### src/rtl/vga_pkg.sv
// Shared VGA timing constants (1024x768 @ 60 Hz, 65 MHz pixel clock) and types.
// Optional frame counter in vga_timing_gen is enabled by VGA_TIMING_FRAME_CNT_EN.
package vga_pkg;

  localparam int HOR_PIXELS = 1024;
  localparam int VER_PIXELS = 768;

  localparam int VGA_H_FP   = 24;
  localparam int VGA_H_SYNC = 136;
  localparam int VGA_H_BP   = 160;
  localparam int VGA_V_FP   = 3;
  localparam int VGA_V_SYNC = 6;
  localparam int VGA_V_BP   = 29;

  localparam int H_TOTAL = HOR_PIXELS + VGA_H_FP + VGA_H_SYNC + VGA_H_BP;
  localparam int V_TOTAL = VER_PIXELS + VGA_V_FP + VGA_V_SYNC + VGA_V_BP;

  localparam int CNT_W = 11;
  localparam int RGB_W = 12;

  typedef struct packed {
    logic hsync;
    logic vsync;
    logic hblnk;
    logic vblnk;
  } vga_flags_t;

  // Half-open window test: lo <= v < hi.
  function automatic logic in_range(input logic [CNT_W-1:0] v, input int lo, input int hi);
    return (int'(v) >= lo) && (int'(v) < hi);
  endfunction

endpackage

### src/rtl/vga_if.sv
// VGA timing/pixel bus passed along the draw chain.
interface vga_if;
  logic [10:0] hcount;
  logic [10:0] vcount;
  logic        hsync;
  logic        vsync;
  logic        hblnk;
  logic        vblnk;
  logic [11:0] rgb;

  modport out (output hcount, vcount, hsync, vsync, hblnk, vblnk, rgb);
  modport in  (input  hcount, vcount, hsync, vsync, hblnk, vblnk, rgb);
endinterface

### src/rtl/vga_wrap_cnt.sv
// Modulo-MOD counter with enable; exposes the next value so callers can
// register derived flags in the same cycle as the count.
module vga_wrap_cnt #(
  parameter int W   = 11,
  parameter int MOD = 1344
) (
  input  logic         clk,
  input  logic         rst_n,
  input  logic         en,
  output logic [W-1:0] cnt_nxt,
  output logic [W-1:0] cnt,
  output logic         wrap
);

  localparam logic [W-1:0] LAST = W'(MOD - 1);

  logic [W-1:0] cnt_q;

  assign wrap = (cnt_q == LAST);
  assign cnt  = cnt_q;

  always_comb begin
    cnt_nxt = cnt_q;
    if (en) cnt_nxt = wrap ? '0 : cnt_q + 1'b1;
  end

  always_ff @(posedge clk) begin
    if (!rst_n) cnt_q <= '0;
    else        cnt_q <= cnt_nxt;
  end

endmodule

### src/rtl/vga_timing_gen.sv
// Source of the vga_if bus: counters, active-high syncs, blanking and sof.
// Define VGA_TIMING_FRAME_CNT_EN to add the 16-bit frame_cnt output.
module vga_timing_gen
  import vga_pkg::*;
#(
  parameter int H_ACTIVE = HOR_PIXELS,
  parameter int H_FP     = VGA_H_FP,
  parameter int H_SYNC   = VGA_H_SYNC,
  parameter int H_BP     = VGA_H_BP,
  parameter int V_ACTIVE = VER_PIXELS,
  parameter int V_FP     = VGA_V_FP,
  parameter int V_SYNC   = VGA_V_SYNC,
  parameter int V_BP     = VGA_V_BP
) (
  input  logic        clk,
  input  logic        rst_n,
  input  logic        pix_en,
  vga_if.out          vga_out,
  output logic        sof
`ifdef VGA_TIMING_FRAME_CNT_EN
  ,
  output logic [15:0] frame_cnt
`endif
);

  localparam int HT = H_ACTIVE + H_FP + H_SYNC + H_BP;
  localparam int VT = V_ACTIVE + V_FP + V_SYNC + V_BP;

  logic [CNT_W-1:0] hcnt_nxt, hcnt, vcnt_nxt, vcnt;
  logic             hwrap, vwrap;
  vga_flags_t       flags_d, flags_q;
  logic             sof_d, sof_q;

  vga_wrap_cnt #(.W(CNT_W), .MOD(HT)) u_hcnt (
    .clk     (clk),
    .rst_n   (rst_n),
    .en      (pix_en),
    .cnt_nxt (hcnt_nxt),
    .cnt     (hcnt),
    .wrap    (hwrap)
  );

  vga_wrap_cnt #(.W(CNT_W), .MOD(VT)) u_vcnt (
    .clk     (clk),
    .rst_n   (rst_n),
    .en      (pix_en && hwrap),
    .cnt_nxt (vcnt_nxt),
    .cnt     (vcnt),
    .wrap    (vwrap)
  );

  // Flags follow the next counts, so they land in the same cycle as hcount/vcount.
  // With pix_en low the next counts equal the current ones and the flags hold.
  always_comb begin
    flags_d       = '0;
    flags_d.hblnk = in_range(hcnt_nxt, H_ACTIVE, HT);
    flags_d.hsync = in_range(hcnt_nxt, H_ACTIVE + H_FP, H_ACTIVE + H_FP + H_SYNC);
    flags_d.vblnk = in_range(vcnt_nxt, V_ACTIVE, VT);
    flags_d.vsync = in_range(vcnt_nxt, V_ACTIVE + V_FP, V_ACTIVE + V_FP + V_SYNC);
    sof_d         = pix_en && hwrap && vwrap;
  end

  always_ff @(posedge clk) begin
    if (!rst_n) begin
      flags_q <= '0;
      sof_q   <= 1'b0;
    end else begin
      flags_q <= flags_d;
      sof_q   <= sof_d;
    end
  end

`ifdef VGA_TIMING_FRAME_CNT_EN
  logic [15:0] fcnt_q;

  always_ff @(posedge clk) begin
    if (!rst_n)     fcnt_q <= '0;
    else if (sof_d) fcnt_q <= fcnt_q + 16'd1;
  end

  assign frame_cnt = fcnt_q;
`endif

  assign vga_out.hcount = hcnt;
  assign vga_out.vcount = vcnt;
  assign vga_out.hsync  = flags_q.hsync;
  assign vga_out.vsync  = flags_q.vsync;
  assign vga_out.hblnk  = flags_q.hblnk;
  assign vga_out.vblnk  = flags_q.vblnk;
  assign vga_out.rgb    = '0;
  assign sof            = sof_q;

endmodule
### src/flat_wrapper.sv
// flat-port wrapper written by rule: the top's interface ports become plain ports
module vga_timing_gen_flat import vga_pkg::*;
#(
  parameter int H_ACTIVE = HOR_PIXELS,
  parameter int H_FP     = VGA_H_FP,
  parameter int H_SYNC   = VGA_H_SYNC,
  parameter int H_BP     = VGA_H_BP,
  parameter int V_ACTIVE = VER_PIXELS,
  parameter int V_FP     = VGA_V_FP,
  parameter int V_SYNC   = VGA_V_SYNC,
  parameter int V_BP     = VGA_V_BP
)
  (clk, rst_n, pix_en, sof, vga_out_hcount, vga_out_vcount, vga_out_hsync, vga_out_vsync, vga_out_hblnk, vga_out_vblnk, vga_out_rgb);
  vga_if vga_out_i ();
  input  logic clk;
  input  logic rst_n;
  input  logic pix_en;
  output logic sof;
  output wire logic [$bits(vga_out_i.hcount)-1:0] vga_out_hcount;
  output wire logic [$bits(vga_out_i.vcount)-1:0] vga_out_vcount;
  output wire logic [$bits(vga_out_i.hsync)-1:0] vga_out_hsync;
  output wire logic [$bits(vga_out_i.vsync)-1:0] vga_out_vsync;
  output wire logic [$bits(vga_out_i.hblnk)-1:0] vga_out_hblnk;
  output wire logic [$bits(vga_out_i.vblnk)-1:0] vga_out_vblnk;
  output wire logic [$bits(vga_out_i.rgb)-1:0] vga_out_rgb;
  assign vga_out_hcount = vga_out_i.hcount;
  assign vga_out_vcount = vga_out_i.vcount;
  assign vga_out_hsync = vga_out_i.hsync;
  assign vga_out_vsync = vga_out_i.vsync;
  assign vga_out_hblnk = vga_out_i.hblnk;
  assign vga_out_vblnk = vga_out_i.vblnk;
  assign vga_out_rgb = vga_out_i.rgb;
  vga_timing_gen #(.H_ACTIVE(H_ACTIVE), .H_FP(H_FP), .H_SYNC(H_SYNC), .H_BP(H_BP), .V_ACTIVE(V_ACTIVE), .V_FP(V_FP), .V_SYNC(V_SYNC), .V_BP(V_BP)) u_core (.clk(clk), .rst_n(rst_n), .pix_en(pix_en), .vga_out(vga_out_i), .sof(sof));
endmodule
### config.mk
export PLATFORM = sky130hd
export DESIGN_NAME = vga_timing_gen_flat
export DESIGN_NICKNAME = d
export VERILOG_FILES = /design/src/rtl/vga_pkg.sv /design/src/rtl/vga_if.sv /design/src/rtl/vga_wrap_cnt.sv /design/src/rtl/vga_timing_gen.sv /design/src/flat_wrapper.sv
export SDC_FILE = /design/constraint.sdc
export NUM_CORES = 1
export LEC_CHECK = 0
export ABC_AREA = 0
export BUFFER_PORTS_ARGS = -buffer_cell sky130_fd_sc_hd__buf_2
export CAP_MARGIN = 20
export CELL_PAD_IN_SITES_DETAIL_PLACEMENT = 1
export CELL_PAD_IN_SITES_GLOBAL_PLACEMENT = 2
export CORE_MARGIN = 2
export CORE_UTILIZATION = 30
export DETAILED_ROUTE_END_ITERATION = 10
export PLACE_DENSITY_LB_ADDON = 0.1
export SYNTH_ARGS = -nofsm -noshare
export SYNTH_HDL_FRONTEND = slang
export SYNTH_HIERARCHICAL = 1
export SYNTH_SLANG_ARGS = --single-unit
### constraint.sdc
create_clock -name clk -period 3.07 [get_ports clk]
set_clock_uncertainty 0.2 [all_clocks]
set_input_delay 0.4605 -clock clk [delete_from_list [all_inputs] [get_ports clk]]
set_output_delay 0.4605 -clock clk [all_outputs]
set_load 0.03 [all_outputs]
==> results.cfg <==
[status]
status = finished, final reports clean

[sta]
hold_slack_ns = 0.3883
finalWorstSetupSlack_ns = 0.2108
finalSetupViolations = 0
min_period_ns = 2.859
fin_crit_sh = 0.9313
relSlewSlack = 0.6166
worst_pin_slew_ns = 0.5708
fmax_mhz = 349.8
maxSlewViolCount = 0
hold_viol_final = 0

[synth]
synth_cells = 173
synth_cell_types = 43
ys_seq_area_frac = 0.3547
synth_warnings = 6
netlist_area_um2 = 1524
synth.ff_latch_count = 27
syn_avg_cell_area_um2 = 8.809

[die]
rows = 25
start_util = 0.3164
dieArea_um2 = 5666
die_h_um = 75.28
die_width_um = 75.28
coreArea_um2 = 4817
io_pins = 42

[power]
switchingPower_uw = 151.2
ir_drop_mv = 0.1988
p_int_uw = 457.0
seqPwrFrac = 0.588
clkPwrFrac = 0.329
switching_share = 0.2486
power_leakage_uw = 0.0007559
powerDensity_nw_per_um2 = 345.0
comb_power_share = 0.084

[routing]
vias_per_cell = 4.890
dr.pass1.iters = 4
num_vias = 1330
drt_iter0_drc = 23
route.detailed.wl_per_inst_um = 14.11
ant_nets = 0
drt-total-wl_um = 3837
drcViolationCount = 0

[clock_tree]
clk_latency_ns = 0.27
cts_root_buf = clkbuf_8
numCtsBuffers = 3
cts.sinks = 27
cts-htree-levels = 1
cts_setup_buffers = 0
clockBufferDepth = 2
clk_pin_slew_ns = 0.09
cts_tree = yes

[global_routing]
grt_max_degree = 20
grt_usage = 0.1456
grt_pass1_wl_um = 6423
antenna_found_initial = 0
grt-ovfl-total = 0
grt_pass1_vias = 1322

[placement]
post-place-ws_ns = 0.2317
io_buffers = 29
place_congestion = 0.8887
dp_hpwl_um = 2958
placed_cells = 268

[worst_setup_path]
crit_path_end_kind = flop
crit_type = reg2reg
worstPathRequired_ns = 3.05
crit_path_start_kind = flop
cp_max_fo = 10
cp_data_arrival_time_ns = 2.84
rr_worst_depth = 9

[layout]
area_growth_pct = 15.68
final_util = 0.3660
final_layout_size_suffix_gt1_frac = 0.2293
diodes = 0
final_common_cell = buf_2
nets = 212
fillers = 598
fin_cells = 272
final_cell_mix = 29 x buf_2, 27 x dfxtp_1, 14 x and2_1, 12 x conb_1

[hold_path]
hold-path-cell-count = 2
min_path_type = in2reg

[job]
maxCapViolCount = 0
## through the flow
step	setup TNS, ns	total power [µW]	instance area [µm²]
2_1_floorplan	0	415.7	1565
3_3_place_gp	0	417.1	1710
4_1_cts	0	620.7	1755
5_1_grt	-0.02846	642.0	1763
3_5_place_dp	0	416.9	1710
6_report	0	608.2	1763
## worst max-delay path: stages (launching register included)
cell       delay (ns)
dfxtp_1          0.39
nand4bb_1        0.33
nor4_4           0.30
and2_2           0.25
nand4_1          0.24
nor3_1           0.32
xor2_1           0.14
nor4b_2          0.27
nand3_1          0.15
nor4_2           0.17
## path summary, 6_finish.rpt
kind                              from  slack, ns                   end
setup / recovery  u_core/u_hcnt/cnt[6]       0.21  u_core/vga_out.vsync
setup reg to reg  u_core/u_hcnt/cnt[6]       0.21  u_core/vga_out.vsync
hold / removal                   rst_n       0.39  u_core/u_hcnt/cnt[6]
hold reg to reg   u_core/u_vcnt/cnt[9]       0.42  u_core/u_vcnt/cnt[9]
## layer usage
layer / routed length (µm) / track usage / vias to the layer above
met4: 37 / 0.03704 / 0
met2: 1691 / 0.2320 / 34
met3: 157 / 0.02544 / 4
met5: 0 / 0 / -
li1: - / - / 651
met1: 1950 / 0.2044 / 641
## area by class of cell
class | instances | area (µm²) | area share
multi-input combinational | 135 | 903.4 | 0.5124
sequential | 27 | 540.5 | 0.3066
timing repair buffer | 31 | 160.2 | 0.09084
tap | 67 | 83.83 | 0.04755
clock buffer | 4 | 45.04 | 0.02555
inverter | 8 | 30.03 | 0.01703
## power by group through the flow
stage / registers [µW] / clock network [µW] / logic (µW)
after floorplan: 371 / 0 / 44.5
after global placement: 366 / 0 / 51.6
after detailed placement: 366 / 0 / 51.1
after CTS: 358 / 212 / 51.1
after global routing: 358 / 228 / 55.9
final: 357 / 200 / 50.9
## registers in the layout, indices dropped and copies added (netlist names)
name                  count
u_core/vga_out.hsync      1
u_core/u_hcnt/cnt        11
u_core/vga_out.vblnk      1
u_core/u_vcnt/cnt        11
u_core/vga_out.vsync      1
u_core/sof                1
u_core/vga_out.hblnk      1
## repair_timing
item	4_1_cts	5_1_grt
resized for setup	0	2
hold buffers	0	0
endpoints found under the setup margin	0	1
## Yosys cell counts (all sizes together)
cell type	number	area share
inv	8	0.020
dfxtp	27	0.35
nand4b	1	0.0057
nor3	3	0.0098
a211oi	2	0.0098
o21a	3	0.015
and3	6	0.026
ha	3	0.025
a21boi	1	0.0049
buf	13	0.062
clkbuf	1	0.0025
nand2	11	0.027
nor4b	1	0.0098
xor2	3	0.017
and4	1	0.0057
and2	15	0.062
o221ai	1	0.0098
o41ai	1	0.0057
nor2b	2	0.0082
nand4bb	2	0.015
nand2b	5	0.021
a211o	3	0.019
o22ai	2	0.0082
xnor2	11	0.063
or2	2	0.0082
o21ai	4	0.013
or4	1	0.0074
nand3	5	0.020
conb	1	0.0025
a21oi	8	0.026
a31oi	1	0.0041
a21o	1	0.0049
nand4	5	0.021
nor4	7	0.053
nor2	10	0.025
o31ai	2	0.0098
## kinds of logic (layout without fill, tap and decap cells)
group                    after synthesis  count (layout)  share of synthesized area
AND/OR/NAND/NOR                       77              77                     0.3226
adder cells (fa/ha/maj)                3               3                    0.02463
AO/OA/AOI/OAI                         29              29                     0.1305
XOR/XNOR                              14              14                    0.08046
flip-flops                            27              27                     0.3547
buffers and inverters                 22              43                    0.08456
other                                  1              12                   0.002461
Note: power is estimated with default switching activity, not from simulation.
